**config.mk**
```make
export PLATFORM = sky130hd
export DESIGN_NAME = serial_frame_tx
export DESIGN_NICKNAME = d
export VERILOG_FILES = /design/src/rtl/serial_frame_tx.sv
export SDC_FILE = /design/constraint.sdc
export NUM_CORES = 1
export LEC_CHECK = 0
export ABC_AREA = 1
export BUFFER_PORTS_ARGS = -buffer_cell sky130_fd_sc_hd__clkbuf_2
export CAP_MARGIN = 20
export CORE_ASPECT_RATIO = 0.9
export CORE_MARGIN = 5
export CORE_UTILIZATION = 51
export CTS_CLUSTER_DIAMETER = 60
export DETAILED_ROUTE_END_ITERATION = 8
export PLACE_DENSITY_LB_ADDON = 0.2
export SLEW_MARGIN = 10
export SYNTH_ARGS = -nofsm -noshare
export SYNTH_HDL_FRONTEND = slang
export SYNTH_SLANG_ARGS = --single-unit
```
**constraint.sdc**
```tcl
create_clock -name clk -period 1.9 [get_ports clk]
set_input_delay 0.095 -clock clk [delete_from_list [all_inputs] [get_ports clk]]
set_output_delay 0.095 -clock clk [all_outputs]
set_load 0.005 [all_outputs]
```
**src/rtl/serial_frame_tx.sv**
```systemverilog
`default_nettype none
// ============================================================================
// Module      : serial_frame_tx
// Description : Serial frame transmitter. Each frame is the sync preamble 111,
//               then the payload MSB-first with a 0 stuffed after every two
//               consecutive 1s, then a single 0 end bit.
// Revision    : 1.0 - initial release
// ============================================================================
module serial_frame_tx #(
    parameter int DATA_W = 8
) (
    input  logic              clk,
    input  logic              reset,
    input  logic [DATA_W-1:0] tx_data,
    input  logic              tx_valid,
    output logic              tx_ready,
    output logic              bit_out,
    output logic              busy,
    output logic              frame_done
);

    localparam int CNT_W = $clog2(DATA_W + 1);
    localparam logic [CNT_W-1:0] CNT_ONE  = CNT_W'(1);
    localparam logic [CNT_W-1:0] CNT_FULL = CNT_W'(DATA_W);

    // state_q names the frame field currently shown on bit_out
    localparam logic [1:0] IDLE = 2'd0;
    localparam logic [1:0] SYNC = 2'd1;
    localparam logic [1:0] DATA = 2'd2;
    localparam logic [1:0] ENDB = 2'd3;

    logic [1:0]        state_q,     state_d;
    logic [DATA_W-1:0] shift_q,     shift_d;
    logic [CNT_W-1:0]  bits_left_q, bits_left_d;
    logic [1:0]        run_q,       run_d;
    logic [1:0]        sync_cnt_q,  sync_cnt_d;
    logic              bit_out_q,   bit_out_d;
    logic              busy_q,      busy_d;
    logic              done_q,      done_d;

    logic              w_emit;
    logic [1:0]        w_run;

    assign tx_ready   = (state_q == IDLE) && !reset;
    assign bit_out    = bit_out_q;
    assign busy       = busy_q;
    assign frame_done = done_q;

    // The edge ending the third sync bit already emits the first payload bit.
    assign w_emit = (state_q == DATA) || ((state_q == SYNC) && (sync_cnt_q == 2'd3));
    assign w_run  = (state_q == SYNC) ? 2'd0 : run_q;

    always_comb begin
        state_d     = state_q;
        shift_d     = shift_q;
        bits_left_d = bits_left_q;
        run_d       = run_q;
        sync_cnt_d  = sync_cnt_q;
        bit_out_d   = 1'b0;

        case (state_q)
            IDLE: begin
                if (tx_valid && tx_ready) begin
                    state_d     = SYNC;
                    shift_d     = tx_data;
                    bits_left_d = CNT_FULL;
                    run_d       = 2'd0;
                    sync_cnt_d  = 2'd1;
                    bit_out_d   = 1'b1;
                end
            end
            SYNC: begin
                if (sync_cnt_q != 2'd3) begin
                    sync_cnt_d = sync_cnt_q + 2'd1;
                    bit_out_d  = 1'b1;
                end
            end
            ENDB: begin
                state_d = IDLE;
            end
            default: ;
        endcase

        if (w_emit) begin
            state_d = DATA;
            if (w_run == 2'd2) begin
                run_d = 2'd0;
            end else if (bits_left_q != '0) begin
                bit_out_d   = shift_q[DATA_W-1];
                shift_d     = shift_q << 1;
                bits_left_d = bits_left_q - CNT_ONE;
                run_d       = shift_q[DATA_W-1] ? (w_run + 2'd1) : 2'd0;
            end else begin
                state_d = ENDB;
            end
        end

        busy_d = (state_d != IDLE);
        done_d = (state_d == ENDB);
    end

    always_ff @(posedge clk) begin
        if (reset) begin
            state_q     <= IDLE;
            shift_q     <= '0;
            bits_left_q <= '0;
            run_q       <= 2'd0;
            sync_cnt_q  <= 2'd0;
            bit_out_q   <= 1'b0;
            busy_q      <= 1'b0;
            done_q      <= 1'b0;
        end else begin
            state_q     <= state_d;
            shift_q     <= shift_d;
            bits_left_q <= bits_left_d;
            run_q       <= run_d;
            sync_cnt_q  <= sync_cnt_d;
            bit_out_q   <= bit_out_d;
            busy_q      <= busy_d;
            done_q      <= done_d;
        end
    end

endmodule
`default_nettype wire

```
* Word level (Yosys, flattened, before mapping) *
Cells that the tools add are included.

operators by class
  reductions and logical operators = 10
  add/subtract/negate cells = 3
  multiplexer cells = 31
  equality and inequality tests = 9

operators with widths
  kind                 number
  $mux 8               5
  $mux 2               11
  $mux 4               5
  $eq 2x2->1 const B   5
  $pmux 2 s2           2
  $mux 1               7
  $add 2x1->2 const B  2
  $ne 2x1->1 const B   2
  $reduce_bool 2->1    2
  $reduce_bool 4->1    1
  $sub 4x1->4 const B  1
  $logic_and 1x1->1    3
  $reduce_and 3->1     1
  $eq 2x1->1 const B   1
  $logic_not 2->1      1
  $ne 2x2->1 const B   1
  $pmux 1 s2           1
  $logic_not 1->1      1
  $logic_or 1x1->1     1

storage, ports and cells
  logic and storage cells = 61
  output and inout port bits = 4
  bits in registers = 21
  bits of input ports = 11

* Depth between registers and ports, before layout *
  depth after elaboration = 8
  mapped depth = 12
  gate-level depth less buffers = 12

* Least setup slack after synthesis *
No wires, ideal clock.

  path type = reg2reg
  start = reg state_q[1]
  end = reg bits_left_q[1]
  data required time = 1.779 ns
  path buffers = 0
  data arrival time = 1.440 ns
  cell stages (with the launch flop) = 12
  slack = 0.339 ns
  clock period less this slack = 1.561 ns
  library setup time = 0.121 ns
  path through = dfxtp_1 inv_1 ha_1 inv_1 nand2_1 ha_1 inv_1 nand2_4 nor2_4 nor2_2 nand2_1 o21ai_0

between the ends
  longest elaborated chain between the ends = 8
  elaborated cells on any way between the ends = 14
  classes of those cells = eq/ne (3); mux (6); reduce/logical (5)

RTL lines
  item                    line    text
  start, declared         32      logic [1:0] state_q, state_d;
  start signal, assigned  113     state_q <= state_d;
  $logic_not 2->1         44, 61
  $logic_and 1x1->1       44      assign tx_ready = (state_q == IDLE) && !reset;
  $logic_and 1x1->1       63      if (tx_valid && tx_ready) begin
  $mux 4                  63
  $mux 4                  61      case (state_q)
  $mux 4                  88      end else if (bits_left_q != '0) begin
  $mux 4                  86      if (w_run == 2'd2) begin
  $mux 4 (*)              84      if (w_emit) begin
  end signal, assigned    115     bits_left_q <= bits_left_d;
  end, declared           34      logic [CNT_W-1:0] bits_left_q, bits_left_d;

Mark *: on every way between the ends. The rest lies on a longest branch, timed or not.
A chain may end at the register's enable or synchronous reset.

* Final worst setup path *
  start = reg state_q[0]
  end = out tx_ready

between the ends
  longest elaborated chain between the ends = 2

RTL lines
  item               line  text
  $logic_not 2->1    44
  $logic_and 1x1->1  44
  end, declared      16    output logic tx_ready,

No other way between the ends.

==> metrics.txt <==
max_slew headroom 0.771; die area 0.00332 mm²; crit path DAT 1.61 ns; Post-Route WL approximately 2200 µm; total clock sinks 21; post-synthesis register bit count 21; post-synth top area cell dfxtp_1; CP max-delay cell dfxtp_1; initial DRC count 19; vias in the first global route 978; Post-DP HPWL roughly 1700 µm; Multi-input gate area just over 600 µm²; Total Nets Final 201; root buf cell clkbuf_4; Layout area overhead 12.0%; gr ovfl total 0; CTS tree built; total negative slack 0 ns; CP bufs+invs 3; min Tclk post-route 1.70 ns; fillers 207; row count 16; Setup WS pre-CTS a little under 0.09 ns; Mapped Avg Cell Area 7.00 µm²; final slew viol count 0; core area approximately 0.0022 mm²; Max Fclk slightly below 600 MHz; Vias 1028; peak supply drop 0.394 mV; diode count 0; first-pass GRT wire length 3930 µm; Die X-Extent 60.2 µm; cell repeated most along the worst path inv_1; period utilization 0.895; Yosys top cell area share 0.364; status finished, final reports clean; worst-path fanout max 9; GP Congestion 0.861; layout cells sized above 1 0.181; syn_nets 183; sequential area share after synthesis 0.364; post-route setup slack 0.200 ns; largest cells by area after synthesis dfxtp_1 36%, nand2_1 18%, nand3_1 9.1%, ha_1 7.6%, inv_1 6.5%; Clk pin slew, worst setup/hold paths 0.13 ns; I/O pins 15; WS Path Type reg2out; Distinct cells, synth 23; CP peak stage delay 0.34 ns; Global Route Usage Sum 0.157; RSZ-0062 raised after global routing no; Num CTS Buffers 3; Post-Syn Instances 165; initial antenna violation count 0; EDFF count, synth 0; Final Skew 0.0142 ns; MaxCap Viol Count 0; Starting Density 0.534; Cell Area, Synth 0.00115 mm²; Max clock buf depth 2; via/cell ratio 4.92; Critical Path Source Type flop; final setup fails 0; top-count cell post-synth nand2_1; Hold Fails Final Rpt 0; P_leak 0.669 nW; synth cell count leaders 56 x nand2_1, 21 x dfxtp_1, 21 x nand3_1, 20 x inv_1; largest net degree at the start of global routing 19; Sequential Area 422 µm²; Die Y 55.1 µm; worst-margin pin slew 0.343 ns; Synth Warn # 0; # DRC 0; smallest hold slack 0.0801 ns; Post-synth top flop dfxtp_1; Buffers on Ports 14; antenna viol nets, final 0; clk_lat worst skew 0.31 ns; CP Cell Sequence inv_1 > ha_1 > inv_1 > nor2_2 > clkbuf_2; Reg2Reg Setup Slack 0.22 ns; DRT Pass-1 Iters 4; htree depth 1; delay-heaviest family, CP buffers and inverters; pwr dens 620 mW/mm²; Worst Hold Class in2reg; ys async rst share 0; CP required 1.80 ns; CP Capture Type output pin; WL/cell 10.7 µm
-- worst reg2reg max path, cell delays in order (launching register included) --
cell and delay, ns:
dfxtp_2 0.35, inv_1 0.05, ha_2 0.20, inv_1 0.10, nand2_1 0.08, ha_1 0.21, inv_1 0.09, nand2_4 0.07
nor2_4 0.19, buf_6 0.16, nand3_1 0.07, nand2_1 0.08
-- power by group --
group	internal [mW]	switching, mW
logic	0.0415	0.0716
registers	0.458	0.00957
clock network	0.0804	0.141
total	0.580	0.222
-- cell type report --
cell class,instances,share of cell area
multi-input combinational,118,0.480
sequential,21,0.326
inverter,21,0.0629
timing repair buffer,18,0.0822
clock buffer,3,0.0174
tap,27,0.0261
clock inverter,1,0.00580
-- layer usage --
metal,track usage,part of all wire,vias up
li1,-,-,557
met1,0.195,0.50,455
met2,0.264,0.45,14
met3,0.0487,0.036,2
met4,0.0443,0.0040,0
met5,0,0,-
-- timing repair --
item                       CTS  global route
hold endpoints to repair     0             1
hold buffers                 0             1
setup buffers                0             1
resized for setup            0             5
setup endpoints to repair    0            13
-- sequential cells by signal, indices dropped and copies added, names as in the netlist --
name / flops
busy: 1
bit_out: 1
run_q: 2
sync_cnt_q: 2
frame_done: 1
bits_left_q: 4
shift_q: 8
state_q: 2
-- stage by stage --
| step | cell area [µm²] | cells | power [mW] | util |
|---|---|---|---|---|
| after floorplan | 1150 | 165 | 0.556 | - |
| after global placement | 1230 | 203 | 0.584 | 0.571 |
| after detailed placement | 1230 | 203 | 0.588 | 0.571 |
| after CTS | 1260 | 207 | 0.810 | 0.584 |
| after global routing | 1290 | 209 | 0.851 | 0.598 |
| final | 1290 | 209 | 0.802 | 0.598 |
-- logic make-up (layout without fill, tap and decap cells) --
kind of cell | after synthesis | in the layout | share of synthesized area
flip-flops | 21 | 21 | 0.364
adder cells (fa/ha/maj) | 7 | 7 | 0.0758
AND/OR/NAND/NOR | 98 | 98 | 0.393
XOR/XNOR | 1 | 1 | 0.00759
buffers and inverters | 26 | 43 | 0.105
AO/OA/AOI/OAI | 12 | 12 | 0.0542
-- layout by cell type, fill, tap and decap left out, types with 2 or more instances in the layout --
| master | n |
|---|---|
| nor2_4 | 2 |
| nand2_1 | 56 |
| nand4_1 | 5 |
| buf_4 | 2 |
| nand2_4 | 2 |
| dfxtp_1 | 20 |
| o21ai_0 | 5 |
| ha_1 | 6 |
| a21oi_1 | 4 |
| nand3_1 | 21 |
| nor2_1 | 7 |
| o21ai_1 | 2 |
| clkbuf_2 | 14 |
| clkbuf_4 | 3 |
| inv_1 | 20 |
-- worst paths after layout --
check	startpoint	depth (start not counted)	endpoint
max	state_q[0]	5	tx_ready
min	tx_data[4]	5	shift_q[4]
max reg2reg	state_q[1]	11	shift_q[5]
min reg2reg	sync_cnt_q[1]	2	sync_cnt_q[1]
(Power assumes the default switching activity.)
